<file path="src/rtl/rtlola_tight_pipeline_monitor.sv">
// Event-triggered monitor: one input stream feeds a FIFO and a 4-stage pipeline (output_0..output_3).
// Optional macro QUEUE_BYPASS_EN: an event arriving at an empty queue enters stage 0 directly.
module rtlola_tight_pipeline_monitor #(
  parameter int QUEUE_DEPTH = 4,
  parameter int DATA_W      = 64
) (
  input  logic              clk,
  input  logic              rst,
  input  logic              en,
  input  logic [DATA_W-1:0] input_0,
  input  logic              new_input_0,
  output logic [DATA_W-1:0] output_0,
  output logic [DATA_W-1:0] output_1,
  output logic [DATA_W-1:0] output_2,
  output logic [DATA_W-1:0] output_3,
  output logic              output_0_aktv,
  output logic              output_1_aktv,
  output logic              output_2_aktv,
  output logic              output_3_aktv,
  output logic              q_push,
  output logic              q_pop,
  output logic              q_push_valid,
  output logic              q_pop_valid,
  output logic              pacing_0,
  output logic              pacing_1,
  output logic              pacing_2,
  output logic              pacing_3
);

  localparam int PTR_W = (QUEUE_DEPTH > 1) ? $clog2(QUEUE_DEPTH) : 1;
  localparam int CNT_W = $clog2(QUEUE_DEPTH + 1);
  localparam logic [PTR_W-1:0] PTR_LAST = PTR_W'(QUEUE_DEPTH - 1);
  localparam logic [CNT_W-1:0] CNT_FULL = CNT_W'(QUEUE_DEPTH);

  logic [DATA_W-1:0] mem_q [QUEUE_DEPTH];
  logic [DATA_W-1:0] mem_d [QUEUE_DEPTH];
  logic [PTR_W-1:0]  wr_ptr_q, wr_ptr_d, rd_ptr_q, rd_ptr_d;
  logic [CNT_W-1:0]  cnt_q, cnt_d;

  logic              s0_vld_q, s0_vld_d, s1_vld_q, s1_vld_d;
  logic              s2_vld_q, s2_vld_d, s3_vld_q, s3_vld_d;
  logic [DATA_W-1:0] s0_x_q, s0_x_d, s1_x_q, s1_x_d, s2_x_q, s2_x_d;
  logic [DATA_W-1:0] s1_v_q, s1_v_d, s2_v_q, s2_v_d, s3_v_q, s3_v_d;
  logic [DATA_W-1:0] out0_q, out0_d, out1_q, out1_d, out2_q, out2_d, out3_q, out3_d;
  logic [3:0]        aktv_q, aktv_d;

  logic              empty, full, push_req, pop_req, push_ok, bypass, wr, rd;
  logic [DATA_W-1:0] head;
  logic [DATA_W-1:0] r0, r1, r2, r3;

  always_comb begin
    empty    = (cnt_q == '0);
    full     = (cnt_q == CNT_FULL);
    push_req = new_input_0 & en;
`ifdef QUEUE_BYPASS_EN
    bypass   = empty & push_req;
    pop_req  = en & (~empty | push_req);
`else
    bypass   = 1'b0;
    pop_req  = en & ~empty;
`endif
    push_ok  = push_req & (~full | pop_req);
    wr       = push_ok & ~bypass;
    rd       = pop_req & ~bypass;
    head     = bypass ? input_0 : mem_q[rd_ptr_q];
  end

  // Queue bookkeeping; en is already folded into wr/rd.
  always_comb begin
    mem_d    = mem_q;
    wr_ptr_d = wr_ptr_q;
    rd_ptr_d = rd_ptr_q;
    cnt_d    = cnt_q;
    if (wr) begin
      mem_d[wr_ptr_q] = input_0;
      wr_ptr_d        = (wr_ptr_q == PTR_LAST) ? '0 : wr_ptr_q + PTR_W'(1);
    end
    if (rd) begin
      rd_ptr_d = (rd_ptr_q == PTR_LAST) ? '0 : rd_ptr_q + PTR_W'(1);
    end
    case ({wr, rd})
      2'b10:   cnt_d = cnt_q + CNT_W'(1);
      2'b01:   cnt_d = cnt_q - CNT_W'(1);
      default: cnt_d = cnt_q;
    endcase
  end

  always_comb begin
    r0 = s0_x_q + DATA_W'(1);
    r1 = s1_v_q << 1;
    r2 = s2_v_q - s2_x_q;
    r3 = s3_v_q + out3_q;
  end

  // Each stage forwards the raw event value with its own result so back-to-back events stay separate.
  always_comb begin
    s0_vld_d = s0_vld_q;  s0_x_d = s0_x_q;
    s1_vld_d = s1_vld_q;  s1_x_d = s1_x_q;  s1_v_d = s1_v_q;
    s2_vld_d = s2_vld_q;  s2_x_d = s2_x_q;  s2_v_d = s2_v_q;
    s3_vld_d = s3_vld_q;  s3_v_d = s3_v_q;
    out0_d   = out0_q;    out1_d = out1_q;  out2_d = out2_q;  out3_d = out3_q;
    aktv_d   = aktv_q;
    if (en) begin
      s0_vld_d = pop_req;
      if (pop_req) s0_x_d = head;
      s1_vld_d = s0_vld_q;
      s2_vld_d = s1_vld_q;
      s3_vld_d = s2_vld_q;
      aktv_d   = {s3_vld_q, s2_vld_q, s1_vld_q, s0_vld_q};
      if (s0_vld_q) begin
        out0_d = r0;
        s1_x_d = s0_x_q;
        s1_v_d = r0;
      end
      if (s1_vld_q) begin
        out1_d = r1;
        s2_x_d = s1_x_q;
        s2_v_d = r1;
      end
      if (s2_vld_q) begin
        out2_d = r2;
        s3_v_d = r2;
      end
      if (s3_vld_q) out3_d = r3;
    end
  end

  always_ff @(posedge clk) begin
    if (rst) begin
      for (int i = 0; i < QUEUE_DEPTH; i++) mem_q[i] <= '0;
      wr_ptr_q <= '0;
      rd_ptr_q <= '0;
      cnt_q    <= '0;
      s0_vld_q <= 1'b0;  s1_vld_q <= 1'b0;  s2_vld_q <= 1'b0;  s3_vld_q <= 1'b0;
      s0_x_q   <= '0;    s1_x_q   <= '0;    s2_x_q   <= '0;
      s1_v_q   <= '0;    s2_v_q   <= '0;    s3_v_q   <= '0;
      out0_q   <= '0;    out1_q   <= '0;    out2_q   <= '0;    out3_q   <= '0;
      aktv_q   <= '0;
    end else begin
      mem_q    <= mem_d;
      wr_ptr_q <= wr_ptr_d;
      rd_ptr_q <= rd_ptr_d;
      cnt_q    <= cnt_d;
      s0_vld_q <= s0_vld_d;  s1_vld_q <= s1_vld_d;  s2_vld_q <= s2_vld_d;  s3_vld_q <= s3_vld_d;
      s0_x_q   <= s0_x_d;    s1_x_q   <= s1_x_d;    s2_x_q   <= s2_x_d;
      s1_v_q   <= s1_v_d;    s2_v_q   <= s2_v_d;    s3_v_q   <= s3_v_d;
      out0_q   <= out0_d;    out1_q   <= out1_d;    out2_q   <= out2_d;    out3_q   <= out3_d;
      aktv_q   <= aktv_d;
    end
  end

  always_comb begin
    output_0      = out0_q;
    output_1      = out1_q;
    output_2      = out2_q;
    output_3      = out3_q;
    output_0_aktv = aktv_q[0] & en;
    output_1_aktv = aktv_q[1] & en;
    output_2_aktv = aktv_q[2] & en;
    output_3_aktv = aktv_q[3] & en;
    pacing_0      = s0_vld_q & en;
    pacing_1      = s1_vld_q & en;
    pacing_2      = s2_vld_q & en;
    pacing_3      = s3_vld_q & en;
    q_push        = push_req;
    q_pop         = pop_req;
    q_push_valid  = push_ok;
    q_pop_valid   = pop_req;
  end

endmodule

</file>
<file path="config.mk">
export PLATFORM = sky130hd
export DESIGN_NAME = rtlola_tight_pipeline_monitor
export DESIGN_NICKNAME = d
export VERILOG_FILES = /design/src/rtl/rtlola_tight_pipeline_monitor.sv
export SDC_FILE = /design/constraint.sdc
export NUM_CORES = 2
export LEC_CHECK = 0
export CAP_MARGIN = 20
export CORE_MARGIN = 1
export CORE_UTILIZATION = 52
export DETAILED_ROUTE_END_ITERATION = 6
export PLACE_DENSITY = 0.77
export SKIP_CTS_REPAIR_TIMING = 1
export SYNTH_ARGS = -nofsm -noshare
export SYNTH_HDL_FRONTEND = slang
export SYNTH_SLANG_ARGS = --single-unit
</file>
<file path="constraint.sdc">
create_clock -name clk -period 3 [get_ports clk]
set_input_delay 0.75 -clock clk [delete_from_list [all_inputs] [get_ports clk]]
set_output_delay 0.75 -clock clk [all_outputs]
set_load 0.01 [all_outputs]
</file>
## Yosys cells after proc, flatten, opt, wreduce, memory -nomap -nowiden

Cells that the tools add are included.

| storage, ports and cells | value |
|---|---|
| bits in writable memories | 0 |
| bits of input ports | 68 |
| output and inout bits | 268 |
| ROM bits | 0 |
| bits in latches | 0 |
| word-level logic and storage cells | 67 |
| register bits | 718 |
| memories kept | 0 |

| cells by class | value |
|---|---|
| equal/unequal tests | 5 |
| $add $sub $neg | 7 |
| $lt $le $gt $ge | 3 |
| divide/modulo/power cells | 0 |
| mux-type cells | 9 |
| reductions and logical operators | 8 |
| multiply operators | 0 |
| bitwise operators | 16 |
| shift operators | 0 |

Operators by type and width:

| operator | number |
|---|---|
| bitwise mux 256 bit | 1 |
| 2-to-1 mux 64 bit | 3 |
| binary-select mux 64 bit (select 2 bit) | 1 |
| demux 64 bit (select 2 bit) | 1 |
| adder 64 x 1 -> 64 bit, second input constant | 1 |
| adder 64 bit | 1 |
| subtractor 64 bit | 1 |
| bitwise AND 1 bit | 11 |
| AND reduction 2 bit | 5 |
| equality test 2 bit, second input constant | 3 |
| greater-or-equal comparator 3 bit, second input constant | 2 |
| NOT 2 -> 3 bit | 2 |
| one-hot mux 3 bit (2 select lines) | 1 |
| adder 2 x 1 -> 2 bit, second input constant | 2 |
| 2-to-1 mux 2 bit | 2 |
| adder 3 x 1 -> 3 bit, second input constant | 1 |
| equality test 3 bit, second input constant | 1 |
| zero test 3 bit | 1 |
| < comparator 3 x 1 -> 1 bit, second input constant | 1 |
| subtractor 3 x 1 -> 3 bit, second input constant | 1 |
| equality test 2 x 1 -> 1 bit, second input constant | 1 |
| NOT 1 bit | 2 |
| nonzero test 2 bit | 1 |
| logical AND 1 bit | 1 |
| OR 1 bit | 1 |

## Depth between registers and ports, before layout

| logic depth | value |
|---|---|
| depth after elaboration | 7 |
| mapped depth | 15 |
| depth with buffers taken out | 14 |

## Worst setup path after synthesis

No wires, ideal clock.

| timing path | value |
|---|---|
| path type | register to register |
| start point | reg, netlist name output_2[0] |
| end point | reg out3_q[60] (netlist: output_3[60]) |
| buffers on the path | 0 |
| stages on the path, launching flop included | 15 |
| library setup time | 0.062 ns |
| required time | 2.938 ns |
| path slack | -0.321 ns |
| data arrival time | 3.259 ns |
| period minus slack after synthesis | 3.321 ns |
| cell sequence | dfxtp_1 > ha_1 > inv_1 > fa_1 > and2b_1 > o31ai_1 > a311o_1 > o211ai_2 > a211oi_2 > o41ai_4 > a31oi_2 > o21ai_2 > a41oi_1 > or4_1 > nand3_1 |

RTL lines:

| element | line | RTL |
|---|---|---|
| end signal, assigned | 147 | `out0_q <= out0_d; out1_q <= out1_d; out2_q <= out2_d; out3_q <= out3_d;` |
| end, declared | 44 | `logic [DATA_W-1:0] out0_q, out0_d, out1_q, out1_d, out2_q, out2_d, out3_q, out3_d;` |

==> flow_summary_export.csv <==
group,metric,value,unit
critical_path,regToRegSetupSlack,-350,ps
power,peakVddDrop,0.000397,V
drt,drtIter0Drc,2793,
synth,synth_nets,4604,
clocking,numCtsBuffers,77,
sta,tns,-3610,ps
synth,synth_compound_area_frac,0.192,
die,die-area,0.0671,mm2
final_layout,fin_nets,5171,
synth,synthAdderAreaFrac,0.0498,
synth,muxShareOfSynthArea,0.0428,
power,pwr-share-clk,0.428,
critical_path,timing.rr.end,"output_3[60]$_SDFFE_PP0P_",
sta,fin_crit_sh,1.12,
drt,wl_per_cell,17.8,um
critical_path,crit_arrival,3910,ps
sta,slew_headroom,0.404,
critical_path,path_class,"reg -> reg",
clocking,cts.sinks,715,
synth,async_flop_share,0,
critical_path,worst-r2r-cell-count,14,
sta,hold_viol,0,
synth,netlist_instances,4401,
final_layout,fin_area,0.0448,mm2
synth,synth_flop_cell,"dfxtp_1",
outcome,outcome,"complete, but fails checks",
final_layout,final_layout_size_suffix_gt1_frac,0.159,
grt,grt_pass1_vias,30100,
final_layout,antenna_cells,0,
synth,synth-edff-count,0,
clocking,cts_root_buf,"clkbuf_16",
synth,synth_cell_types,81,
sta,rsz0062_at_grt,"yes",
final_layout,syn2layout_area_growth,30.4,%
die,core_area,0.0649,mm2
synth,ys_seq_area_frac,0.416,
synth,synth_simple_gate_area_frac,0.211,
clocking,clockBufferDepth,3,
sta,min_period,3350,ps
place,hpwl,73.6,mm
sta,setup_slack,-349,ps
power,netSwitchingFraction,0.266,
clocking,clk_pin_slew,60,ps
power,power_frac_seq,0.448,
power,power.switching,5.99,mW
grt,track_usage,0.298,
clocking,insertion_delay,630,ps
critical_path,cp_max_fo,3,
power,finalPower,22.5,mW
critical_path,critical_path.startpoint,"output_2[0]$_SDFFE_PP0P_",
sta,setup-violations-final,30,
place,placed_cell_area,0.0413,mm2
critical_path,cp-endpoint,"output_3[60]$_SDFFE_PP0P_",
die,io_pins,336,
synth,avgSynthCellArea,7.81,um2
synth,synth.area.top_cells,"dfxtp_1, nand2_1, a21oi_1, ha_1, mux4_2",
sta,fin_skew,29.1,ps
drt,drt_wl_total,105,mm
synth,synth_area_leader_cell,"dfxtp_1",
critical_path,r2r_start,"output_2[0]$_SDFFE_PP0P_",
sta,worst_pin_slew,894,ps
final_layout,fillCellCount,5297,
sta,fmax,299,MHz
die,start_util,0.530,
drt,num_vias,32500,
place,io_buffer_count,334,
grt,grt_max_degree,191,
run,maxCapViolations,0,
synth,netlist.area_leader.share,0.416,
synth,synth_seq_cells,715,
synth,synth_top_family_by_area,"simple AND/OR/NAND/NOR gates",
die,rows,93,
critical_path,startpoint_type,"register",
drt,via_per_inst,5.53,
grt,antenna_found_initial,0,
place,gp_congestion,0.942,
die,die_h,259,um
drt,drtPass1Iterations,6,
place,preCtsSetupSlack,-528,ps
power,power.internal,16.5,mW
sta,fin_hold_ws,440,ps
power,powerDensity,503,mW/mm2
synth,yosys_warnings,0,
clocking,cts_tree,"done",
synth,synth_xor_area_frac,0.0420,
hold_path,hp-class,"reg -> reg",
drt,post-route-drc-count,0,
critical_path,crit_required,3560,ps
grt,gr-total-overflow,0,
power,p_leak,17.2,nW
outcome,violations,"setup timing",
sta,finalMaxSlewViolations,0,
critical_path,endpoint_kind,"register",
clocking,cts-htree-levels,3,
synth,syn_area,0.0344,mm2
drt,ant_nets,0,
die,die_x,259,um
grt,grt_pass1_wl,163,mm
power,power.share.combinational,0.124,
metrics by stage:
step | util | std cells
finish | 0.690 | 5885
global route | 0.690 | 5885
CTS | 0.677 | 5869
detailed placement | 0.637 | 5728
global placement | 0.637 | 5728
floorplan | - | 4401
worst min-delay path by stage:
| stage | from | end | slack, ps | cells after the start |
|---|---|---|---|---|
| floorplan | s1_x_q[10]$_SDFFE_PP0P_ | s2_x_q[10]$_SDFFE_PP0P_ | 430 | 2 |
| global placement | s1_x_q[45]$_SDFFE_PP0P_ | s2_x_q[45]$_SDFFE_PP0P_ | 440 | 2 |
| detailed placement | s1_x_q[32]$_SDFFE_PP0P_ | s2_x_q[32]$_SDFFE_PP0P_ | 440 | 2 |
| CTS | s1_x_q[45]$_SDFFE_PP0P_ | s2_x_q[45]$_SDFFE_PP0P_ | 450 | 2 |
| global route | s1_x_q[45]$_SDFFE_PP0P_ | s2_x_q[45]$_SDFFE_PP0P_ | 470 | 2 |
| finish | s1_x_q[45]$_SDFFE_PP0P_ | s2_x_q[45]$_SDFFE_PP0P_ | 440 | 2 |
sequential cells by signal (all words and copies together) (netlist names):
signal and count:
aktv_q 4, cnt_q 3, mem_q 256, output_0 64, output_1 63, output_2 64, output_3 64, rd_ptr_q 2
s0_vld_q 1, s0_x_q 64, s1_x_q 64, s2_x_q 64, wr_ptr_q 2
worst max-delay path, cell delays in order (launching register included):
cell,delay [ps]
dfxtp_4,360
ha_4,130
inv_2,30
fa_2,320
and2b_2,240
o31ai_2,70
a311o_1,310
o211ai_2,240
a211oi_4,130
o41ai_4,430
a31oi_2,180
o21ai_2,200
a41oi_2,130
or4_1,420
nand3_1,80
layer usage:
layer / wire [um] / track usage
met2: 47600 / 0.469
met1: 47200 / 0.416
met3: 7040 / 0.0480
met5: 0 / 0
met4: 2790 / 0.101
power by group through the flow:
| stage | clock network (mW) | logic [mW] | registers (mW) |
|---|---|---|---|
| global route | 10.2 | 3.03 | 10.1 |
| CTS | 9.78 | 2.69 | 10.1 |
| floorplan | 0 | 1.62 | 10.2 |
| global placement | 0 | 2.66 | 10.3 |
| finish | 9.64 | 2.80 | 10.1 |
| detailed placement | 0 | 2.67 | 10.3 |
cells by family after synthesis:
kind of cell | count (synthesis)
AO/OA/AOI/OAI | 1147
XOR/XNOR | 165
adder cells (fa/ha/maj) | 135
buffers and inverters | 405
flip-flops | 715
multiplexers | 67
other | 1
AND/OR/NAND/NOR | 1766
cell type report:
class / count / area, um2 / area share
timing repair buffer: 785 / 7100 / 0.158
multi-input combinational: 3281 / 19300 / 0.431
tap: 855 / 1070 / 0.0239
clock buffer: 112 / 2260 / 0.0504
inverter: 108 / 413 / 0.00921
clock inverter: 29 / 339 / 0.00756
sequential: 715 / 14300 / 0.320
cells in the mapped netlist (28+ instances only):
cell type,n
a211oi_1,74
a21o_1,76
a21oi_1,758
and3_1,35
buf_1,32
clkbuf_1,252
dfxtp_1,715
ha_1,132
inv_1,106
mux4_2,64
nand2_1,1338
nand3_1,52
nand4_1,46
nor2_1,173
nor3_1,28
o21ai_0,80
xnor2_1,79
xor2_1,86
cell usage in the layout (no fill, tap or decap), types with 14 or more instances in the layout:
master and count:
clkbuf_8 18, clkbuf_1 16, nor2_1 171, buf_12 25, dfxtp_1 702, clkdlybuf4s50_1 330
a21oi_1 736, ha_1 123, xor2_1 82, o21bai_1 22, a21o_1 76, nand2_1 1328
inv_1 97, clkbuf_16 79, xnor2_1 73, a21oi_2 20, o21a_1 21, buf_4 417
nor3_1 24, a31oi_1 14, o21ai_0 65, mux4_2 64, a211oi_1 67, nand3_1 52
nand4_1 46, and3_1 30
Power figures use the tool's default switching activity.
